### config.mk
export PLATFORM = sky130hd
export DESIGN_NAME = dwt97_pass_sequencer
export DESIGN_NICKNAME = d
export VERILOG_FILES = /design/src/rtl/dwt97_pkg.sv /design/src/rtl/dwt97_frame_counter.sv /design/src/rtl/dwt97_pass_sequencer.sv
export SDC_FILE = /design/constraint.sdc
export NUM_CORES = 1
export LEC_CHECK = 0
export CORE_AREA = 3 3 137 139
export DETAILED_ROUTE_END_ITERATION = 12
export DIE_AREA = 0 0 140 142
export PLACE_DENSITY_LB_ADDON = 0.2
export SYNTH_ARGS = -nofsm -noshare
export SYNTH_HDL_FRONTEND = slang
export SYNTH_HIERARCHICAL = 1
export SYNTH_SLANG_ARGS = --single-unit
### constraint.sdc
create_clock -name clk_i -period 6.1 [get_ports clk_i]
set_input_delay 1.22 -clock clk_i [delete_from_list [all_inputs] [get_ports clk_i]]
set_output_delay 1.22 -clock clk_i [all_outputs]
set_load 0.01 [all_outputs]
### src/rtl/dwt97_pkg.sv
// Shared types for the 2D 9/7 DWT pass sequencer.
//   state_t    : sequencer FSM states
//   pass_dir_t : pass direction (row / column)
//   side_width : width of a tile-side quantity for a given maximum side size
package dwt97_pkg;

  typedef enum logic [2:0] {
    S_IDLE,
    S_CHECK,
    S_ISSUE,
    S_FEED,
    S_DRAIN,
    S_NEXT,
    S_DONE
  } state_t;

  typedef enum logic {
    DIR_ROW = 1'b0,
    DIR_COL = 1'b1
  } pass_dir_t;

  // One extra bit so the maximum side size itself is representable.
  function automatic int unsigned side_width(input int unsigned max_side);
    return $clog2(max_side) + 1;
  endfunction

endpackage

### src/rtl/dwt97_frame_counter.sv
// Pair/line position tracker used to frame one pass of the pair stream.
//   clk_i, rst_i      : clock, synchronous active-high reset
//   clear             : restart at pair 0 of line 0
//   advance           : one pair was transferred
//   pairs, lines      : geometry of the current pass
//   sof_c             : current position is pair 0 of line 0
//   eol_c             : current position is the last pair of a line
//   last_line_c       : current position is on the last line
module dwt97_frame_counter
  import dwt97_pkg::*;
#(
  parameter int unsigned SideW = side_width(512)
) (
  input  logic             clk_i,
  input  logic             rst_i,
  input  logic             clear,
  input  logic             advance,
  input  logic [SideW-1:0] pairs,
  input  logic [SideW-1:0] lines,
  output logic             sof_c,
  output logic             eol_c,
  output logic             last_line_c
);

  logic [SideW-1:0] pair_cnt;
  logic [SideW-1:0] line_cnt;

  assign sof_c       = (pair_cnt == '0) && (line_cnt == '0);
  assign eol_c       = (pair_cnt == pairs - SideW'(1));
  assign last_line_c = (line_cnt == lines - SideW'(1));

  // Pair counter wraps at end of line; line counter steps on each eol.
  always_ff @(posedge clk_i) begin
    if (rst_i || clear) begin
      pair_cnt <= '0;
      line_cnt <= '0;
    end else if (advance) begin
      if (eol_c) begin
        pair_cnt <= '0;
        line_cnt <= line_cnt + SideW'(1);
      end else begin
        pair_cnt <= pair_cnt + SideW'(1);
      end
    end
  end

endmodule

### src/rtl/dwt97_pass_sequencer.sv
// Multi-level 2D 9/7 DWT pass sequencer around one shared 1D DWT core.
// Issues a row and a column pass per level, frames the pair stream with
// sof/eol and waits for the core output to drain before the next pass.
//   clk_i, rst_i                  : clock, synchronous active-high reset
//   cfg_width/height/levels_i     : tile configuration, sampled on start
//   start_i, busy_o, done_o, error_o : job control and status
//   cmd_*                         : pass descriptor to the address generator
//   s_*                           : unframed pair stream in
//   m_*                           : framed pair stream to the core
//   r_valid/ready/eol_i           : core output handshake monitor
module dwt97_pass_sequencer
  import dwt97_pkg::*;
#(
  parameter  int unsigned DataWidth       = 16,
  parameter  int unsigned MaximumSideSize = 512,
  parameter  int unsigned MaxLevels       = 5,
  localparam int unsigned SideW           = side_width(MaximumSideSize),
  localparam int unsigned LvlW            = $clog2(MaxLevels + 1)
) (
  input  logic                   clk_i,
  input  logic                   rst_i,
  input  logic [SideW-1:0]       cfg_width_i,
  input  logic [SideW-1:0]       cfg_height_i,
  input  logic [LvlW-1:0]        cfg_levels_i,
  input  logic                   start_i,
  output logic                   busy_o,
  output logic                   done_o,
  output logic                   error_o,
  output logic                   cmd_valid_o,
  input  logic                   cmd_ready_i,
  output logic                   cmd_dir_o,
  output logic [LvlW-1:0]        cmd_level_o,
  output logic [SideW-1:0]       cmd_lines_o,
  output logic [SideW-1:0]       cmd_pairs_o,
  input  logic                   s_valid_i,
  output logic                   s_ready_o,
  input  logic [2*DataWidth-1:0] s_data_i,
  output logic                   m_valid_o,
  input  logic                   m_ready_i,
  output logic                   m_sof_o,
  output logic                   m_eol_o,
  output logic [2*DataWidth-1:0] m_data_o,
  input  logic                   r_valid_i,
  input  logic                   r_ready_i,
  input  logic                   r_eol_i
);

  state_t           state;
  pass_dir_t        dir_q;
  logic [SideW-1:0] w_q;
  logic [SideW-1:0] h_q;
  logic [LvlW-1:0]  levels_q;
  logic [LvlW-1:0]  lvl_q;
  logic [LvlW-1:0]  lvl_inc;
  logic [SideW-1:0] drain_cnt;
  logic [SideW-1:0] drain_cnt_nxt;

  logic feed;
  logic advance;
  logic cmd_fire;
  logic drain_inc;
  logic pass_end;
  logic sof_c;
  logic eol_c;
  logic last_line_c;

  // Configuration acceptance: level range, divisibility, minimum pass size.
  function automatic logic cfg_valid(input logic [SideW-1:0] w,
                                     input logic [SideW-1:0] h,
                                     input logic [LvlW-1:0]  l);
    logic [SideW-1:0] mask;
    logic [LvlW-1:0]  deepest;
    mask    = (SideW'(1) << l) - SideW'(1);
    deepest = l - LvlW'(1);
    return (l >= LvlW'(1)) && (l <= LvlW'(MaxLevels)) &&
           ((w & mask) == '0) && ((h & mask) == '0) &&
           ((w >> deepest) >= SideW'(8)) && ((h >> deepest) >= SideW'(8)) &&
           (w <= SideW'(MaximumSideSize)) && (h <= SideW'(MaximumSideSize));
  endfunction

  function automatic logic [SideW-1:0] pass_lines(input logic [SideW-1:0] w,
                                                  input logic [SideW-1:0] h,
                                                  input logic [LvlW-1:0]  lvl,
                                                  input pass_dir_t        dir);
    return (dir == DIR_ROW) ? (h >> lvl) : (w >> lvl);
  endfunction

  function automatic logic [SideW-1:0] pass_pairs(input logic [SideW-1:0] w,
                                                  input logic [SideW-1:0] h,
                                                  input logic [LvlW-1:0]  lvl,
                                                  input pass_dir_t        dir);
    return (dir == DIR_ROW) ? ((w >> lvl) >> 1) : ((h >> lvl) >> 1);
  endfunction

  // Zero-latency stream pass-through, gated to FEED.
  assign feed      = (state == S_FEED);
  assign m_valid_o = feed & s_valid_i;
  assign s_ready_o = feed & m_ready_i;
  assign m_data_o  = s_data_i;
  assign m_sof_o   = feed & sof_c;
  assign m_eol_o   = feed & eol_c;
  assign advance   = m_valid_o & m_ready_i;
  assign pass_end  = advance & eol_c & last_line_c;
  assign cmd_fire  = (state == S_ISSUE) & cmd_valid_o & cmd_ready_i;

  // Core output overlaps input, so drain eols count in FEED as well.
  assign drain_inc     = r_valid_i & r_ready_i & r_eol_i &
                         ((state == S_FEED) || (state == S_DRAIN));
  assign drain_cnt_nxt = drain_cnt + SideW'(drain_inc);
  assign lvl_inc       = lvl_q + LvlW'(1);

  dwt97_frame_counter #(
    .SideW(SideW)
  ) u_frame (
    .clk_i      (clk_i),
    .rst_i      (rst_i),
    .clear      (cmd_fire),
    .advance    (advance),
    .pairs      (cmd_pairs_o),
    .lines      (cmd_lines_o),
    .sof_c      (sof_c),
    .eol_c      (eol_c),
    .last_line_c(last_line_c)
  );

  // Sequencer FSM with registered status and descriptor outputs.
  always_ff @(posedge clk_i) begin
    if (rst_i) begin
      state       <= S_IDLE;
      dir_q       <= DIR_ROW;
      w_q         <= '0;
      h_q         <= '0;
      levels_q    <= '0;
      lvl_q       <= '0;
      drain_cnt   <= '0;
      busy_o      <= 1'b0;
      done_o      <= 1'b0;
      error_o     <= 1'b0;
      cmd_valid_o <= 1'b0;
      cmd_dir_o   <= 1'b0;
      cmd_level_o <= '0;
      cmd_lines_o <= '0;
      cmd_pairs_o <= '0;
    end else begin
      done_o    <= 1'b0;
      error_o   <= 1'b0;
      drain_cnt <= drain_cnt_nxt;
      case (state)
        S_IDLE: begin
          busy_o <= start_i;
          if (start_i) begin
            w_q      <= cfg_width_i;
            h_q      <= cfg_height_i;
            levels_q <= cfg_levels_i;
            lvl_q    <= '0;
            dir_q    <= DIR_ROW;
            state    <= S_CHECK;
          end
        end
        S_CHECK: begin
          if (cfg_valid(w_q, h_q, levels_q)) begin
            cmd_valid_o <= 1'b1;
            cmd_dir_o   <= 1'b0;
            cmd_level_o <= '0;
            cmd_lines_o <= pass_lines(w_q, h_q, '0, DIR_ROW);
            cmd_pairs_o <= pass_pairs(w_q, h_q, '0, DIR_ROW);
            state       <= S_ISSUE;
          end else begin
            error_o <= 1'b1;
            state   <= S_IDLE;
          end
        end
        S_ISSUE: begin
          if (cmd_fire) begin
            cmd_valid_o <= 1'b0;
            drain_cnt   <= '0;
            state       <= S_FEED;
          end
        end
        S_FEED: begin
          if (pass_end) state <= S_DRAIN;
        end
        S_DRAIN: begin
          if (drain_cnt_nxt == cmd_lines_o) state <= S_NEXT;
        end
        S_NEXT: begin
          if (dir_q == DIR_ROW) begin
            dir_q       <= DIR_COL;
            cmd_valid_o <= 1'b1;
            cmd_dir_o   <= 1'b1;
            cmd_level_o <= lvl_q;
            cmd_lines_o <= pass_lines(w_q, h_q, lvl_q, DIR_COL);
            cmd_pairs_o <= pass_pairs(w_q, h_q, lvl_q, DIR_COL);
            state       <= S_ISSUE;
          end else if (lvl_q == levels_q - LvlW'(1)) begin
            done_o <= 1'b1;
            state  <= S_DONE;
          end else begin
            lvl_q       <= lvl_inc;
            dir_q       <= DIR_ROW;
            cmd_valid_o <= 1'b1;
            cmd_dir_o   <= 1'b0;
            cmd_level_o <= lvl_inc;
            cmd_lines_o <= pass_lines(w_q, h_q, lvl_inc, DIR_ROW);
            cmd_pairs_o <= pass_pairs(w_q, h_q, lvl_inc, DIR_ROW);
            state       <= S_ISSUE;
          end
        end
        S_DONE: begin
          busy_o <= 1'b0;
          state  <= S_IDLE;
        end
        default: state <= S_IDLE;
      endcase
    end
  end

endmodule
==> metrics.yaml, run 1 <==
run_status:
  status: "finished clean"
detailed_routing:
  post-route-drc-count: 0
  wl_per_cell_um: 19.04
  firstDrtPassIters: 5
  antenna_left: 0
  post_drt_via_cell_ratio: 6.057
  vias: 6748
  wl_mm: 21.21
  drt_iter0_markers: 622
synth:
  synthCells: 909
  ys_ff_latch: 87
  synth_area_per_cell_um2: 7.974
  synth_area_um2: 7248
  synth_flop_cell: "dfxtp_1"
  synth_edf_count: 0
  ys_seq_area_frac: 0.2403
  yosys_warnings: 6
  post_synth_num_cell_types: 77
  async_flop_share: 0
floorplan:
  die_area_um2: 19880
  die_y_um: 142
  die_width_um: 140
  start_util: 0.4077
  coreArea_um2: 17780
  ioPinCount: 128
  row_count: 49
min_path:
  hp-class: "register to register"
timing:
  final.setup.tns_ps: 0
  slew_headroom: 0.2260
  whs_ps: 516.7
  slew_violations: 0
  timing.final.ws_setup_ps: 1803
  setup_viol: 0
  post-route-period-util: 0.7044
  hold_viol_final: 0
  tightest_slew_ps: 1153
  max_freq_ghz: 0.2327
  fin_worst_skew_ps: 12.24
  rsz0062_at_grt: "no"
  finalCriticalPeriod_ps: 4297
setup_path:
  end_kind: "output pin"
  worstPathArrival_ps: 3080
  startpoint_type: "register"
  worstPathMaxFanout: 13
  worstPathRequired_ps: 4880
  critPathKind: "register to output pin"
clocking:
  ctsResizeCount: 0
  cts_inserted_buffers: 9
  cts_buffer_depth: 2
  clock_sinks: 87
  clk_pin_slew_ps: 70
  htree_levels: 3
  clockRootBuffer: "clkbuf_16"
  post_cts_buffers: 0
  hold_buffers: 0
  worstSkewPairLatency_ps: 360
  cts_tree: "done"
pwr:
  ir_drop_uv: 148.4
  p_leak_uw: 0.002790
  power_uw: 1553
  powerDensity_nw_per_um2: 195.4
global_routing:
  grt-ovfl-total: 0
  antenna_found_initial: 0
  grt_pass1_vias: 6173
  grt_max_degree: 67
  grt_usage: 0.2107
  grt_pass1_wl_mm: 34.26
final_layout:
  final_cell_mix: "nand2_1 (91), dfxtp_1 (86), nor2_1 (75)"
  layout_commonest_cell: "nand2_1"
  final_util: 0.4472
  fillers: 1774
  num-nets-final: 959
  final_layout_size_suffix_gt1_frac: 0.08362
  diodes: 0
  area_growth_pct: 9.684
place:
  dp_hpwl_mm: 15.00
  numPortBuffers: 62
  pre_cts_slack_ps: 2054
  gp_congestion: 0.9297
job:
  max_cap_violations: 0
-- layout make-up --
| class | count | area (um^2) | area share |
|---|---|---|---|
| Timing Repair Buffer | 70 | 675.6 | 0.08499 |
| Tap cell | 229 | 286.5 | 0.03604 |
| Multi-Input combinational cell | 681 | 4817 | 0.6059 |
| Inverter | 31 | 116.4 | 0.01464 |
| Clock inverter | 7 | 86.33 | 0.01086 |
| Clock buffer | 9 | 225.2 | 0.02833 |
| Sequential cell | 87 | 1743 | 0.2192 |
-- cell usage after synthesis (6+ instances only) --
cell type,n,area (um^2)
nand2_1,91,341.6
dfxtp_1,87,1742
nor2_1,75,281.5
clkbuf_1,63,236.5
a21oi_1,52,260.3
mux2i_1,38,380.4
buf_4,35,262.8
xnor2_1,34,297.8
inv_1,31,116.4
nor3_1,31,155.2
xor2_1,27,236.5
nand3_1,22,110.1
nand4_1,22,137.6
o21ai_0,21,105.1
mux4_2,20,450.4
a211oi_1,16,120.1
ha_1,15,187.7
a31oi_1,12,75.07
nand2b_1,12,75.07
o22ai_1,12,75.07
or3_1,12,75.07
nor2b_1,11,68.82
nor3b_1,10,75.07
nor4_1,10,62.56
a221oi_1,9,78.83
and3_1,9,56.30
and2_1,7,43.79
o211ai_1,7,52.55
a2111oi_0,6,52.55
a221oi_2,6,90.09
a22o_1,6,52.55
-- cells by family after synthesis --
kind of cell,share of synthesized area
xor+xnor,0.07682
other cells,0.0005174
simple gates,0.2506
mux,0.1193
buf+inv,0.09684
compound gates,0.1897
flops,0.2403
fa+ha+maj,0.02589
-- where the power goes --
| group | internal [uW] | switching (uW) | leakage (uW) |
|---|---|---|---|
| combinational | 135 | 185 | 0.00193 |
| clock | 327 | 261 | 0.000150 |
| sequential | 586 | 59.2 | 0.000705 |
-- stage by stage --
| step | instances | area (um^2) |
|---|---|---|
| CTS | 1114 | 7950 |
| global placement | 1098 | 7639 |
| detailed placement | 1098 | 7639 |
| finish | 1114 | 7950 |
| global route | 1114 | 7950 |
| floorplan | 910 | 7252 |
-- worst max-delay path: stages, from the launching register on --
cell and delay (ps):
dfxtp_1 450, inv_1 70, ha_1 290, nand2b_1 190
o211a_1 150, o31ai_2 290, o2111ai_4 330, nor2_1 250
and2_1 150, clkdlybuf4s50_1 540
-- sequential cells by signal (all words and copies together) (netlist names) --
signal	cells
busy_o	1
cmd_dir_o	1
cmd_level_o	3
cmd_lines_o	10
cmd_pairs_o	9
cmd_valid_o	1
dir_q	1
done_o	1
drain_cnt	10
error_o	1
h_q	10
levels_q	3
lvl_q	3
state	3
u_frame/line_cnt	10
u_frame/pair_cnt	10
w_q	10
-- metal layers --
layer,track usage,part of all wire,vias to the layer above
met4,0.05150,0.015,0
met3,0.03931,0.069,29
li1,-,-,3225
met1,0.2985,0.45,3253
met2,0.3345,0.47,241
met5,0,0,-
-- worst paths after layout --
| check | start | endpoint | slack [ps] | depth (start not counted) |
|---|---|---|---|---|
| max | cmd_pairs_o[0] | m_eol_o | 1800 | 9 |
| min | h_q[0] | h_q[0] | 520 | 2 |
| max reg2reg | levels_q[0] | cmd_lines_o[0] | 1970 | 11 |
| min reg2reg | h_q[0] | h_q[0] | 520 | 2 |
Power figures use the tool's default switching activity.
==> inputs of run 2 (changes only) <==
==> constraint.sdc (replaced) <==
create_clock -name clk_i -period 4.5 [get_ports clk_i]
set_input_delay 0.9 -clock clk_i [delete_from_list [all_inputs] [get_ports clk_i]]
set_output_delay 0.9 -clock clk_i [all_outputs]
set_load 0.01 [all_outputs]
==> metrics.yaml, run 2 (same netlist as run 1, synthesis figures left out) <==
timing:
  setup_viol: 0  # unchanged
  hold_viol_final: 0  # unchanged
  finalCriticalPeriod_ps: 4000
  post-route-period-util: 0.8889
  final.setup.tns_ps: 0  # unchanged
  slew_headroom: 0.2503  # was 0.2260
  tightest_slew_ps: 1096  # was 1153 ps
  slew_violations: 0  # unchanged
  fin_worst_skew_ps: 15.45  # was 12.24 ps
  rsz0062_at_grt: "no"  # unchanged
  max_freq_ghz: 0.2500
setup_path:
  rr_endpoint: "cmd_lines_o[1]"  # was cmd_lines_o[0]
  r2r_slack_ps: 870  # was 1970 ps
  reg2reg_from: "levels_q[0]"  # unchanged
  cp_num_buf_inv: 2  # unchanged
  worstPathMaxFanout: 13  # unchanged
  crit_path_max_incr_delay_ps: 530  # was 540 ps
  critPathSlowestCell: "clkdlybuf4s50_1"  # unchanged
  end_kind: "output pin"  # unchanged
  r2r_cells: 11  # unchanged
  startpoint_type: "register"  # unchanged
  cp_top_family: "compound AO/OA/AOI/OAI gates"  # unchanged
  worstPathRequired_ps: 3600  # was 4880 ps
  worstPathArrival_ps: 3100  # was 3080 ps
  critPathKind: "register to output pin"  # unchanged
  path_cells: "inv_1 -> ha_1 -> nand2b_1 -> o211a_1 -> o31ai_2 -> o2111ai_4 -> nor2_1 -> and2_1 -> clkdlybuf4s50_1"  # unchanged
floorplan:
  die_y_um: 142  # unchanged
  coreArea_um2: 17780  # unchanged
  start_util: 0.4077  # unchanged
  ioPinCount: 128  # unchanged
  die_area_um2: 19880  # unchanged
  row_count: 49  # unchanged
  die_width_um: 140  # unchanged
detailed_routing:
  wl_per_cell_um: 18.98  # was 19.04 um
  vias: 6671  # was 6,748
  antenna_left: 0  # unchanged
  post-route-drc-count: 0  # unchanged
  firstDrtPassIters: 6  # was 5
  post_drt_via_cell_ratio: 5.962  # was 6.057
  drt_iter0_markers: 638  # was 622
  wl_mm: 21.24  # was 21.21 mm
min_path:
  hold_path_end: "u_frame/line_cnt[6]"  # was h_q[0]
  min_from: "u_frame/line_cnt[6]"  # was h_q[0]
  hold_depth: 2  # unchanged
  hp-class: "register to register"  # unchanged
place:
  numPortBuffers: 62  # unchanged
  gp_congestion: 0.9102  # was 0.9297
  dp_hpwl_mm: 15.02  # was 15.00 mm
pwr:
  powerDensity_nw_per_um2: 265.8  # was 195.4 nW/um^2
  power_uw: 2122  # was 1553 uW
  p_leak_uw: 0.002817  # was 0.002790 uW
  ir_drop_uv: 176.6  # was 148.4 uV
clocking:
  hold_buffers: 0  # unchanged
  cts_buffer_depth: 2  # unchanged
  worstSkewPairLatency_ps: 360  # about the same
  cts_tree: "done"  # unchanged
  clockRootBuffer: "clkbuf_16"  # unchanged
  post_cts_buffers: 0  # unchanged
  clock_sinks: 87  # unchanged
  cts_inserted_buffers: 9  # unchanged
  ctsResizeCount: 0  # unchanged
  clk_pin_slew_ps: 70  # about the same
  htree_levels: 3  # unchanged
final_layout:
  area_growth_pct: 10.13  # was 9.684%
  diodes: 0  # unchanged
  final_cell_mix: "nand2_1 (91), dfxtp_1 (86), nor2_1 (75)"  # unchanged
  num-nets-final: 964  # was 959
  layout_commonest_cell: "nand2_1"  # unchanged
  final_util: 0.4490  # was 0.4472
  final_layout_size_suffix_gt1_frac: 0.08764  # was 0.08362
global_routing:
  grt-ovfl-total: 0  # unchanged
  antenna_found_initial: 0  # unchanged
  grt_pass1_wl_mm: 34.37  # was 34.26 mm
  grt_max_degree: 44  # was 67
  grt_usage: 0.2112  # was 0.2107
  grt_pass1_vias: 6266  # was 6,173
run_status:
  status: "finished clean"  # unchanged
job:
  max_cap_violations: 0  # unchanged
[run 2: per-stage QoR]
stage	hold slack (ps)	instance area [um^2]	instances	worst slack (ps)
6_report	530.6	7983	1119	500.1
5_1_grt	561.7	7983	1119	283.6
4_1_cts	520.9	7983	1119	507.8
3_5_place_dp	512.5	7676	1103	887.3
3_3_place_gp	505.4	7676	1103	946.1
2_1_floorplan	459.7	7252	910	1222
[run 2: how the worst max path moves through the flow]
stage	from	to	cells past startpoint
5_1_grt	cmd_pairs_o[0]	m_eol_o	9
4_1_cts	cmd_pairs_o[0]	m_eol_o	9
2_1_floorplan	levels_q[0]	cmd_level_o[0]	14
3_5_place_dp	levels_q[0]	cmd_lines_o[2]	10
6_report	cmd_pairs_o[0]	m_eol_o	9
3_3_place_gp	cmd_pairs_o[0]	m_eol_o	9
[run 2: worst min-delay path: stages, from the launching register on]
cell,delay (ps)
dfxtp_1,360
nand2_1,70
mux2i_1,50
[run 2: layout make-up]
cell class / instances / area, um^2
inverter: 31 / 116.4
clock buffer: 11 / 242.7
tap: 229 / 286.5
timing repair buffer: 75 / 713.2
clock inverter: 5 / 63.81
fill: 1818 / 9797
sequential: 87 / 1743
multi-input combinational: 681 / 4817
[run 2: metal layers]
metal	share of wire	track usage
met1	0.46	0.2954
met2	0.46	0.3340
met3	0.059	0.04133
met4	0.019	0.05915
met5	0	0.004785
[run 2: power by group]
group	switching, uW	total, uW	internal (uW)
clock network	353	806	453
registers	81.2	876	795
logic	250	439	189
